`src/rtl/mips_mc_pkg.sv`:
```
// Shared definitions for the multicycle MIPS controller.
//   - FSM state encoding (state_e), opcode/funct constants
//   - ALUSrcB / PCSrc / ALUControl encodings, ALUOp codes
//   - decode_next_state(): DECODE-state dispatch on opcode
// Optional feature macro: MC_CTRL_EXT_EN (adds BNE, ANDI, ORI).
package mips_mc_pkg;

   typedef enum logic [3:0] {
      StFetch  = 4'd0,
      StDecode = 4'd1,
      StMemAdr = 4'd2,
      StMemRd  = 4'd3,
      StMemWb  = 4'd4,
      StMemWr  = 4'd5,
      StExec   = 4'd6,
      StAluWb  = 4'd7,
      StBranch = 4'd8,
      StImmEx  = 4'd9,
      StImmWb  = 4'd10,
      StJump   = 4'd11,
      StMerr   = 4'd12,
      StIll    = 4'd13
   } state_e;

   // Opcodes (instr[31:26])
   localparam logic [5:0] OpRtype = 6'b000000;
   localparam logic [5:0] OpLw    = 6'b100011;
   localparam logic [5:0] OpSw    = 6'b101011;
   localparam logic [5:0] OpBeq   = 6'b000100;
   localparam logic [5:0] OpBne   = 6'b000101;
   localparam logic [5:0] OpAddi  = 6'b001000;
   localparam logic [5:0] OpAndi  = 6'b001100;
   localparam logic [5:0] OpOri   = 6'b001101;
   localparam logic [5:0] OpJ     = 6'b000010;

   // R-type funct codes (instr[5:0])
   localparam logic [5:0] FnAdd = 6'b100000;
   localparam logic [5:0] FnSub = 6'b100010;
   localparam logic [5:0] FnAnd = 6'b100100;
   localparam logic [5:0] FnOr  = 6'b100101;
   localparam logic [5:0] FnSlt = 6'b101010;

   // ALUSrcB select
   localparam logic [2:0] SrcBReg     = 3'd0;
   localparam logic [2:0] SrcBFour    = 3'd1;
   localparam logic [2:0] SrcBImm     = 3'd2;
   localparam logic [2:0] SrcBImmSh   = 3'd3;
   localparam logic [2:0] SrcBZeroImm = 3'd4;

   // PCSrc select
   localparam logic [1:0] PcSrcAlu    = 2'd0;
   localparam logic [1:0] PcSrcAluOut = 2'd1;
   localparam logic [1:0] PcSrcJump   = 2'd2;

   // ALUControl encodings
   localparam logic [2:0] AluAdd = 3'b010;
   localparam logic [2:0] AluSub = 3'b110;
   localparam logic [2:0] AluAnd = 3'b000;
   localparam logic [2:0] AluOr  = 3'b001;
   localparam logic [2:0] AluSlt = 3'b111;

   typedef enum logic [1:0] {
      AluOpAdd   = 2'b00,
      AluOpSub   = 2'b01,
      AluOpFunct = 2'b10,
      AluOpLogic = 2'b11
   } alu_op_e;

   // Where DECODE goes for a given opcode; anything undecodable traps.
   function automatic state_e decode_next_state(input logic [5:0] op);
      state_e nxt;
      case (op)
         OpRtype:    nxt = StExec;
         OpLw, OpSw: nxt = StMemAdr;
         OpBeq:      nxt = StBranch;
         OpAddi:     nxt = StImmEx;
         OpJ:        nxt = StJump;
`ifdef MC_CTRL_EXT_EN
         OpBne:         nxt = StBranch;
         OpAndi, OpOri: nxt = StImmEx;
`endif
         default:    nxt = StIll;
      endcase
      return nxt;
   endfunction

endpackage

```
`src/rtl/mips_alu_decoder.sv`:
```
// Combinational ALU decoder.
//   alu_op      in  2  ALUOp code (add / sub / funct / logic-imm)
//   funct       in  6  instr[5:0]
//   op          in  6  instr[31:26], selects and/or for logic-imm ops
//   alu_control out 3  ALU operation
//   funct_valid out 1  0 when ALUOp=funct and funct is not supported
// Optional feature macro: MC_CTRL_EXT_EN (logic-imm decode of ANDI/ORI).
module mips_alu_decoder
   import mips_mc_pkg::*;
(
   input  alu_op_e     alu_op,
   input  logic [5:0]  funct,
   input  logic [5:0]  op,
   output logic [2:0]  alu_control,
   output logic        funct_valid
);

`ifndef MC_CTRL_EXT_EN
   // op only matters for the extended logic-immediate ops
   logic unused_op;
   assign unused_op = ^op;
`endif

   always_comb begin
      alu_control = AluAdd;
      funct_valid = 1'b1;
      case (alu_op)
         AluOpAdd: alu_control = AluAdd;
         AluOpSub: alu_control = AluSub;
         AluOpFunct: begin
            case (funct)
               FnAdd:   alu_control = AluAdd;
               FnSub:   alu_control = AluSub;
               FnAnd:   alu_control = AluAnd;
               FnOr:    alu_control = AluOr;
               FnSlt:   alu_control = AluSlt;
               default: begin
                  alu_control = 3'b000;
                  funct_valid = 1'b0;
               end
            endcase
         end
         AluOpLogic: begin
`ifdef MC_CTRL_EXT_EN
            alu_control = (op == OpOri) ? AluOr : AluAnd;
`else
            alu_control = AluAdd;
`endif
         end
         default: alu_control = AluAdd;
      endcase
   end

endmodule

```
`src/rtl/mips_mc_controller.sv`:
```
// Multicycle MIPS control unit: Moore FSM with a req/ready memory handshake,
// programmable memory timeout and illegal-instruction trapping.
// Ports:
//   clk, reset (sync, active-low)     reset forces every output to 0
//   op, funct, zero                   instruction fields and ALU zero flag
//   mem_ready                         memory completes request this cycle
//   state                             current FSM state
//   mem_req, IorD, MemWrite, IRWrite, RegDst, MemtoReg, RegWrite,
//   ALUSrcA, ALUSrcB, ALUControl, PCSrc, PCEn   datapath controls
//   illegal                           one-cycle trap pulse (ILL state)
//   mem_err                           sticky memory-timeout flag
// Parameters: MEM_TIMEOUT (0 disables), TO_W derived counter width.
// Optional feature macro: MC_CTRL_EXT_EN (BNE, ANDI, ORI).
module mips_mc_controller
   import mips_mc_pkg::*;
#(
   parameter int unsigned MEM_TIMEOUT = 16,
   parameter int unsigned TO_W        = $clog2(MEM_TIMEOUT + 1)
) (
   input  logic       clk,
   input  logic       reset,
   input  logic [5:0] op,
   input  logic [5:0] funct,
   input  logic       zero,
   input  logic       mem_ready,
   output logic [3:0] state,
   output logic       mem_req,
   output logic       IorD,
   output logic       MemWrite,
   output logic       IRWrite,
   output logic       RegDst,
   output logic       MemtoReg,
   output logic       RegWrite,
   output logic       ALUSrcA,
   output logic [2:0] ALUSrcB,
   output logic [2:0] ALUControl,
   output logic [1:0] PCSrc,
   output logic       PCEn,
   output logic       illegal,
   output logic       mem_err
);

   localparam int unsigned CntW = (TO_W > 0) ? TO_W : 1;
   localparam bit ToEn = (MEM_TIMEOUT != 0);
   localparam logic [CntW-1:0] ToLast = ToEn ? CntW'(MEM_TIMEOUT - 1) : '0;

   state_e          state_q, state_d;
   logic [CntW-1:0] cnt_q, cnt_d;
   logic            mem_err_q, mem_err_d;

   alu_op_e    alu_op;
   logic [2:0] dec_ctrl;
   logic       funct_valid;
   logic       alu_use;

   mips_alu_decoder u_alu_decoder (
      .alu_op      (alu_op),
      .funct       (funct),
      .op          (op),
      .alu_control (dec_ctrl),
      .funct_valid (funct_valid)
   );

   always_ff @(posedge clk) begin
      if (!reset) begin
         state_q   <= StFetch;
         cnt_q     <= '0;
         mem_err_q <= 1'b0;
      end else begin
         state_q   <= state_d;
         cnt_q     <= cnt_d;
         mem_err_q <= mem_err_d;
      end
   end

   // Next state and wait counter. In the three request states, a completing
   // mem_ready takes priority over an expiring timeout.
   always_comb begin
      state_d   = state_q;
      cnt_d     = cnt_q;
      mem_err_d = mem_err_q;
      case (state_q)
         StFetch, StMemRd, StMemWr: begin
            if (mem_ready) begin
               cnt_d = '0;
               case (state_q)
                  StFetch: state_d = StDecode;
                  StMemRd: state_d = StMemWb;
                  default: state_d = StFetch;
               endcase
            end else if (ToEn && (cnt_q == ToLast)) begin
               state_d   = StMerr;
               mem_err_d = 1'b1;
            end else begin
               cnt_d = cnt_q + CntW'(1);
            end
         end
         StDecode: state_d = decode_next_state(op);
         StMemAdr: state_d = (op == OpSw) ? StMemWr : StMemRd;
         StMemWb:  state_d = StFetch;
         StExec:   state_d = funct_valid ? StAluWb : StIll;
         StAluWb:  state_d = StFetch;
         StBranch: state_d = StFetch;
         StImmEx:  state_d = StImmWb;
         StImmWb:  state_d = StFetch;
         StJump:   state_d = StFetch;
         StMerr:   state_d = StMerr;
         StIll:    state_d = StFetch;
         default:  state_d = StFetch;
      endcase
      // Each fresh wait starts from zero.
      if ((state_d != state_q) &&
          ((state_d == StFetch) || (state_d == StMemRd) || (state_d == StMemWr))) begin
         cnt_d = '0;
      end
   end

   // Control outputs; FETCH and BRANCH also look at mem_ready / zero.
   always_comb begin
      mem_req  = 1'b0;
      IorD     = 1'b0;
      MemWrite = 1'b0;
      IRWrite  = 1'b0;
      RegDst   = 1'b0;
      MemtoReg = 1'b0;
      RegWrite = 1'b0;
      ALUSrcA  = 1'b0;
      ALUSrcB  = SrcBReg;
      PCSrc    = PcSrcAlu;
      PCEn     = 1'b0;
      illegal  = 1'b0;
      alu_op   = AluOpAdd;
      alu_use  = 1'b0;
      case (state_q)
         StFetch: begin
            mem_req = 1'b1;
            ALUSrcB = SrcBFour;
            alu_use = 1'b1;
            IRWrite = mem_ready;
            PCEn    = mem_ready;
         end
         StDecode: begin
            ALUSrcB = SrcBImmSh;
            alu_use = 1'b1;
         end
         StMemAdr: begin
            ALUSrcA = 1'b1;
            ALUSrcB = SrcBImm;
            alu_use = 1'b1;
         end
         StMemRd: begin
            mem_req = 1'b1;
            IorD    = 1'b1;
         end
         StMemWb: begin
            RegWrite = 1'b1;
            MemtoReg = 1'b1;
         end
         StMemWr: begin
            mem_req  = 1'b1;
            IorD     = 1'b1;
            MemWrite = 1'b1;
         end
         StExec: begin
            ALUSrcA = 1'b1;
            alu_op  = AluOpFunct;
            alu_use = 1'b1;
         end
         StAluWb: begin
            RegWrite = 1'b1;
            RegDst   = 1'b1;
         end
         StBranch: begin
            ALUSrcA = 1'b1;
            alu_op  = AluOpSub;
            alu_use = 1'b1;
            PCSrc   = PcSrcAluOut;
`ifdef MC_CTRL_EXT_EN
            PCEn    = (op == OpBne) ? !zero : zero;
`else
            PCEn    = zero;
`endif
         end
         StImmEx: begin
            ALUSrcA = 1'b1;
            alu_use = 1'b1;
            ALUSrcB = SrcBImm;
`ifdef MC_CTRL_EXT_EN
            if (op != OpAddi) begin
               ALUSrcB = SrcBZeroImm;
               alu_op  = AluOpLogic;
            end
`endif
         end
         StImmWb: RegWrite = 1'b1;
         StJump: begin
            PCSrc = PcSrcJump;
            PCEn  = 1'b1;
         end
         StIll:   illegal = 1'b1;
         default: ;
      endcase
      ALUControl = alu_use ? dec_ctrl : 3'b000;
      if (!reset) begin
         mem_req    = 1'b0;
         IorD       = 1'b0;
         MemWrite   = 1'b0;
         IRWrite    = 1'b0;
         RegDst     = 1'b0;
         MemtoReg   = 1'b0;
         RegWrite   = 1'b0;
         ALUSrcA    = 1'b0;
         ALUSrcB    = 3'b000;
         ALUControl = 3'b000;
         PCSrc      = 2'b00;
         PCEn       = 1'b0;
         illegal    = 1'b0;
      end
   end

   assign state   = reset ? state_q : StFetch;
   assign mem_err = reset & mem_err_q;

endmodule

```
`config.mk`:
```
export PLATFORM = sky130hd
export DESIGN_NAME = mips_mc_controller
export DESIGN_NICKNAME = d
export VERILOG_FILES = /design/src/rtl/mips_mc_pkg.sv /design/src/rtl/mips_alu_decoder.sv /design/src/rtl/mips_mc_controller.sv
export SDC_FILE = /design/constraint.sdc
export NUM_CORES = 1
export LEC_CHECK = 0
export CAP_MARGIN = 20
export CELL_PAD_IN_SITES_DETAIL_PLACEMENT = 0
export CELL_PAD_IN_SITES_GLOBAL_PLACEMENT = 1
export CORE_ASPECT_RATIO = 1.5
export CORE_MARGIN = 3
export CORE_UTILIZATION = 36
export CTS_CLUSTER_SIZE = 28
export DETAILED_ROUTE_END_ITERATION = 12
export HOLD_SLACK_MARGIN = 0.03
export PLACE_DENSITY_LB_ADDON = 0.1
export SLEW_MARGIN = 30
export SYNTH_ARGS = -nofsm -noshare
export SYNTH_HDL_FRONTEND = slang
export SYNTH_SLANG_ARGS = --single-unit
```
`constraint.sdc`:
```
create_clock -name clk -period 4.2 [get_ports clk]
set_clock_uncertainty 0.15 [all_clocks]
set_input_delay 0.63 -clock clk [delete_from_list [all_inputs] [get_ports clk]]
set_output_delay 0.63 -clock clk [all_outputs]
set_load 0.02 [all_outputs]
```
=== Word level (Yosys, flattened, before mapping) ===
Index checks and enable logic that the tools add are counted.

* Add/sub/neg operators: 1
* Eq/ne operators: 31
* Mux-type cells: 42
* Bitwise operators: 3
* Reductions and logical operators: 19

{| class="wikitable"
|+ Operator list
! cell !! number
|-
| $eq A6 B6 Y1 const B || 7
|-
| $eq A4 B4 Y1 const B || 6
|-
| $pmux W4 S6 || 1
|-
| $mux W1 || 22
|-
| $eq A4 B3 Y1 const B || 5
|-
| $pmux W4 S5 || 1
|-
| $mux W4 || 4
|-
| $eq A4 B2 Y1 const B || 3
|-
| $mux W3 || 4
|-
| $pmux W3 S4 || 1
|-
| $mux W5 || 2
|-
| $reduce_or A2 Y1 || 5
|-
| $pmux W3 S3 || 1
|-
| $logic_not A4 Y1 || 2
|-
| $pmux W2 S2 || 2
|-
| $eq A6 B2 Y1 const B || 1
|-
| $eq A6 B3 Y1 const B || 1
|-
| $eq A6 B4 Y1 const B || 1
|-
| $logic_not A6 Y1 || 1
|-
| $pmux W2 S3 || 1
|-
| $pmux W3 S2 || 1
|-
| $reduce_or A3 Y1 || 2
|-
| $reduce_or A6 Y1 || 1
|-
| $add A5 B1 Y5 const B || 1
|-
| other kinds (17) || 20
|}

* Register bits after elaboration: 10
* Input bits: 16
* Output and inout port bits: 23
* Logic and storage cells: 99

=== Longest topological paths before layout ===
Gate-level depths: netlist (run 1).

* Word-level depth: 11
* Mapped depth: 11
* Gate-level depth less buffers: 9

=== By module ===
Synthesis (run 1) repeated with hierarchy kept, for this count alone.

* Cells, all modules: 169
* Area, all modules: 1,281.2 sq um

{| class="wikitable"
|+ Modules (own cells, without submodules)
! module !! instances !! cells each !! area an instance (sq um) !! sequential area each (sq um)
|-
| mips_mc_controller || 1 || 152 || 1,139.8 || 200.2
|-
| mips_alu_decoder || 1 || 17 || 141.4 || 0.0
|}

=== Least setup slack after synthesis (run 1) ===
No wires, ideal clock.

* Path type: flip-flop to output port
* Start point: register state_q[1]
* End point: output ALUControl[0]
* Arrival time: 2.169 ns
* Required time: 3.420 ns
* Slack: 1.251 ns
* Stages on the path, launching flop included: 6
* Buffers on the path: 2
* Path through: dfxtp_1 -> buf_2 -> buf_1 -> nor3_1 -> nor2_1 -> nor4_1

* Longest elaborated chain between the ends: 7
* Elaborated cells between the ends (all ways): 17
* Classes of those cells: 8 x eq/ne; 5 x mux; 4 x reduce/logical

{| class="wikitable"
|+ Ends and longest elaborated chain
! element !! RTL line !! RTL
|-
| start: declaration || mips_mc_controller.sv:47 || <nowiki>state_e state_q, state_d;</nowiki>
|-
| start signal: assignment || mips_mc_controller.sv:66 || <nowiki>state_q <= StFetch;</nowiki>
|-
| start signal: assignment || mips_mc_controller.sv:70 || <nowiki>state_q <= state_d;</nowiki>
|-
| $eq A4 B4 Y1 / $eq A4 B3 Y1 (equally long branches) || mips_mc_controller.sv:134 || <nowiki>case (state_q)</nowiki>
|-
| $pmux W2 S2 || mips_mc_controller.sv:134 ||
|-
| $eq A2 B2 Y1 / $logic_not A2 Y1 (equally long branches) || mips_alu_decoder.sv:27 || <nowiki>case (alu_op)</nowiki>
|-
| $reduce_or A2 Y1 (no source line) || - ||
|-
| $pmux W3 S3 || mips_alu_decoder.sv:27 ||
|-
| $mux W3 * || mips_mc_controller.sv:203 || <nowiki>ALUControl = alu_use ? dec_ctrl : 3'b000;</nowiki>
|-
| $mux W3 * || mips_mc_controller.sv:204 || <nowiki>if (!reset) begin</nowiki>
|-
| end: declaration || mips_mc_controller.sv:36 || <nowiki>output logic [2:0] ALUControl,</nowiki>
|}

Mark *: on every way between the ends. The rest lies on a longest branch, timed or not.

=== Worst setup path after layout (run 1) ===
* Start point: register state_q[1]
* End point: output ALUControl[1]

The elaborated chain is that of the path after synthesis.

==> results.py, run 1 <==
metrics = {
    "outcome": {
        "outcome": "complete, no violations",
    },
    "cells_and_area": {
        "area_growth_pct": 35.1,
        "fillerInstances": 370,
        "diodes": 0,
        "drive_gt1_frac": 0.0876,
        "instances_no_fill": 259,
        "final_nets": 238,
    },
    "placed_design": {
        "gp_congestion": 0.806,
        "hpwl_um": 3040,
        "dp_cells": 255,
        "io_buffer_count": 37,
    },
    "clocking": {
        "cts_tree": "built",
        "clk_pin_slew_ps": 50,
        "h-tree-depth": 1,
        "cts_setup_buffers": 0,
        "cts_sinks": 10,
        "root_buffer": "clkbuf_8",
        "cts_hold_buf": 0,
        "cts-resized-gates": 0,
        "clockBufferDepth": 2,
        "numCtsBuffers": 3,
        "clk_latency_ps": 230,
    },
    "grt": {
        "grt_max_degree": 24,
        "antenna_found_initial": 0,
        "globalRoute.totalOverflow": 0,
        "first_global_vias": 1457,
        "grt_pass1_wl_um": 6490,
        "grt_util_all_layers": 0.192,
    },
    "drt": {
        "first_pass_iters": 4,
        "detail_route.wl_per_cell_um": 15.2,
        "via_count": 1497,
        "drt_iter0_markers": 39,
        "antenna_left": 0,
        "routed_via_density": 5.78,
        "routed_wl_um": 3930,
        "drcViolationCount": 0,
    },
    "hold_path": {
        "hold_start": "mem_err_q",
        "whs_path_depth": 2,
        "hold_path_class": "flip-flop to flip-flop",
        "min_to": "mem_err_q",
    },
    "synth": {
        "synth_flop_cell": "dfxtp_1",
        "syn_nets": 203,
        "ys_top_cells_by_area": "dfxtp_1 (15%), nor2_1 (5.7%), nor2b_1 (5.3%)",
        "ys_seq_elements": 10,
        "syn_area_sq_um": 1310,
        "synth.most_common_cell": "nor2_1",
        "avgSynthCellArea_sq_um": 7.14,
        "yosysTopAreaCellShare": 0.153,
        "post-synth-top-area-cell": "dfxtp_1",
        "synth_enable_flop_cells": 0,
        "syn_inst": 183,
        "synth.distinct_cells": 56,
        "yosysSeqAreaShare": 0.153,
        "ys.warnings.count": 0,
        "synth_common_cells": "nor2_1 (20), nand2_1 (12), nor2b_1 (11)",
        "synthArstFlopShare": 0,
    },
    "worst_setup_path": {
        "r2r_cells": 9,
        "worstPathArrival_ps": 2840,
        "crit_type": "flip-flop to output pin",
        "startpoint": "state_q[1]",
        "cp-start-kind": "flip-flop",
        "rr_startpoint": "state_q[1]",
        "crit_path_end_kind": "output pin",
        "cp_max_fo": 23,
        "worst-endpoint-required_ps": 3420,
        "r2r-end": "cnt_q[2]",
        "rrSetupSlack_ps": 1120,
    },
    "floorplan": {
        "dieArea_sq_um": 4400,
        "rows": 26,
        "fp.coreArea_sq_um": 3450,
        "ios": 39,
        "die_w_um": 55.2,
        "start_util": 0.379,
        "die_h_um": 79.8,
    },
    "sta": {
        "rsz0062_at_grt": "no",
        "setup_viol": 0,
        "maxSlewHeadroom": 0.501,
        "period_minus_slack_ps": 3620,
        "maxSlewViolCount": 0,
        "worstMarginPinSlew_ps": 748,
        "timing.fmax_mhz": 276,
        "finalSetupTns_ps": 0,
        "timing.final.crit_share": 0.862,
        "hold_violations": 0,
    },
    "power": {
        "power_density_nw_per_um2": 404,
        "vdd_drop_max_mv": 0.285,
        "p_leak_nw": 0.641,
        "p_total_mw": 0.712,
    },
    "flow_run": {
        "max_cap_viol_count": 0,
    },
}
## per-stage QoR
stage	cell area, sq um	hold slack, ps	utilization	setup slack, ps
2_1_floorplan	1310	421	-	1250
3_3_place_gp	1710	387	0.496	811
3_5_place_dp	1710	410	0.496	797
4_1_cts	1760	425	0.512	579
5_1_grt	1760	493	0.512	355
6_report	1760	425	0.512	578
## routing by layer
metal	up-vias	share of wire	track usage
li1	750	-	-
met1	700	0.41	0.212
met2	41	0.53	0.348
met3	6	0.044	0.0355
met4	0	0.015	0.0657
met5	-	0	0
## final cells by class
cell class,instances,area [sq um],area share
multi-input combinational,152,1020,0.577
timing repair buffer,41,400,0.227
clock buffer,4,55.1,0.0312
sequential,10,200,0.113
tap,42,52.6,0.0298
inverter,10,37.5,0.0213
## power breakdown
group          internal [mW]  total, mW  switching [mW]
sequential             0.109      0.153          0.0436
clock                 0.0823      0.119          0.0363
combinational          0.187      0.441           0.254
## worst max-delay path, stage by stage (launching register included)
cell	delay (ps)
dfxtp_1	800
nor2b_1	280
and2_1	200
ha_1	230
nand2_1	90
nor3_1	200
a211oi_1	110
nor2_1	90
clkdlybuf4s50_1	610
## layout by cell type (no fill, tap or decap), types with 5 or more instances in the layout
| master | instances |
|---|---|
| and2_1 | 5 |
| a211oi_1 | 5 |
| nor2b_1 | 11 |
| nor2_1 | 20 |
| a21oi_1 | 10 |
| nor3_1 | 5 |
| nand2_1 | 12 |
| clkdlybuf4s50_1 | 37 |
| nor4_1 | 5 |
| nand3_1 | 6 |
| dfxtp_1 | 10 |
| nor4b_1 | 5 |
| inv_1 | 9 |
## cell families after synthesis
group                      share of synthesized area
and+or+nand+nor                                0.442
AOI/OAI and AO/OA                              0.262
buffers and inverters                         0.0670
DFF                                            0.153
adders and majority gates                     0.0383
xor gates and xnor gates                      0.0201
muxes                                         0.0153
other                                        0.00287
## worst max-delay path by stage
stage                    end  depth (start not counted)  slack, ps
5_1_grt        ALUControl[1]                          8        350
3_5_place_dp   ALUControl[0]                          7        800
2_1_floorplan  ALUControl[0]                          5       1250
3_3_place_gp   ALUControl[0]                          7        810
4_1_cts        ALUControl[1]                          8        580
6_report       ALUControl[1]                          8        580
## flip-flops by register name, summed over array words and instances, names as in the netlist
register	cells
state_q	4
mem_err_q	1
cnt_q	5
Power figures use the tool's default switching activity.
==> inputs of run 2 (changes only) <==
--- a/config.mk
+++ b/config.mk
@@ -5,6 +5,7 @@
 export SDC_FILE = /design/constraint.sdc
 export NUM_CORES = 1
 export LEC_CHECK = 0
+export ABC_CLOCK_PERIOD_IN_PS = 4200
 export CAP_MARGIN = 20
 export CELL_PAD_IN_SITES_DETAIL_PLACEMENT = 0
 export CELL_PAD_IN_SITES_GLOBAL_PLACEMENT = 1
==> results of run 2 <==
Same layout as run 1: the final DEF is identical, and so are final timing and power.
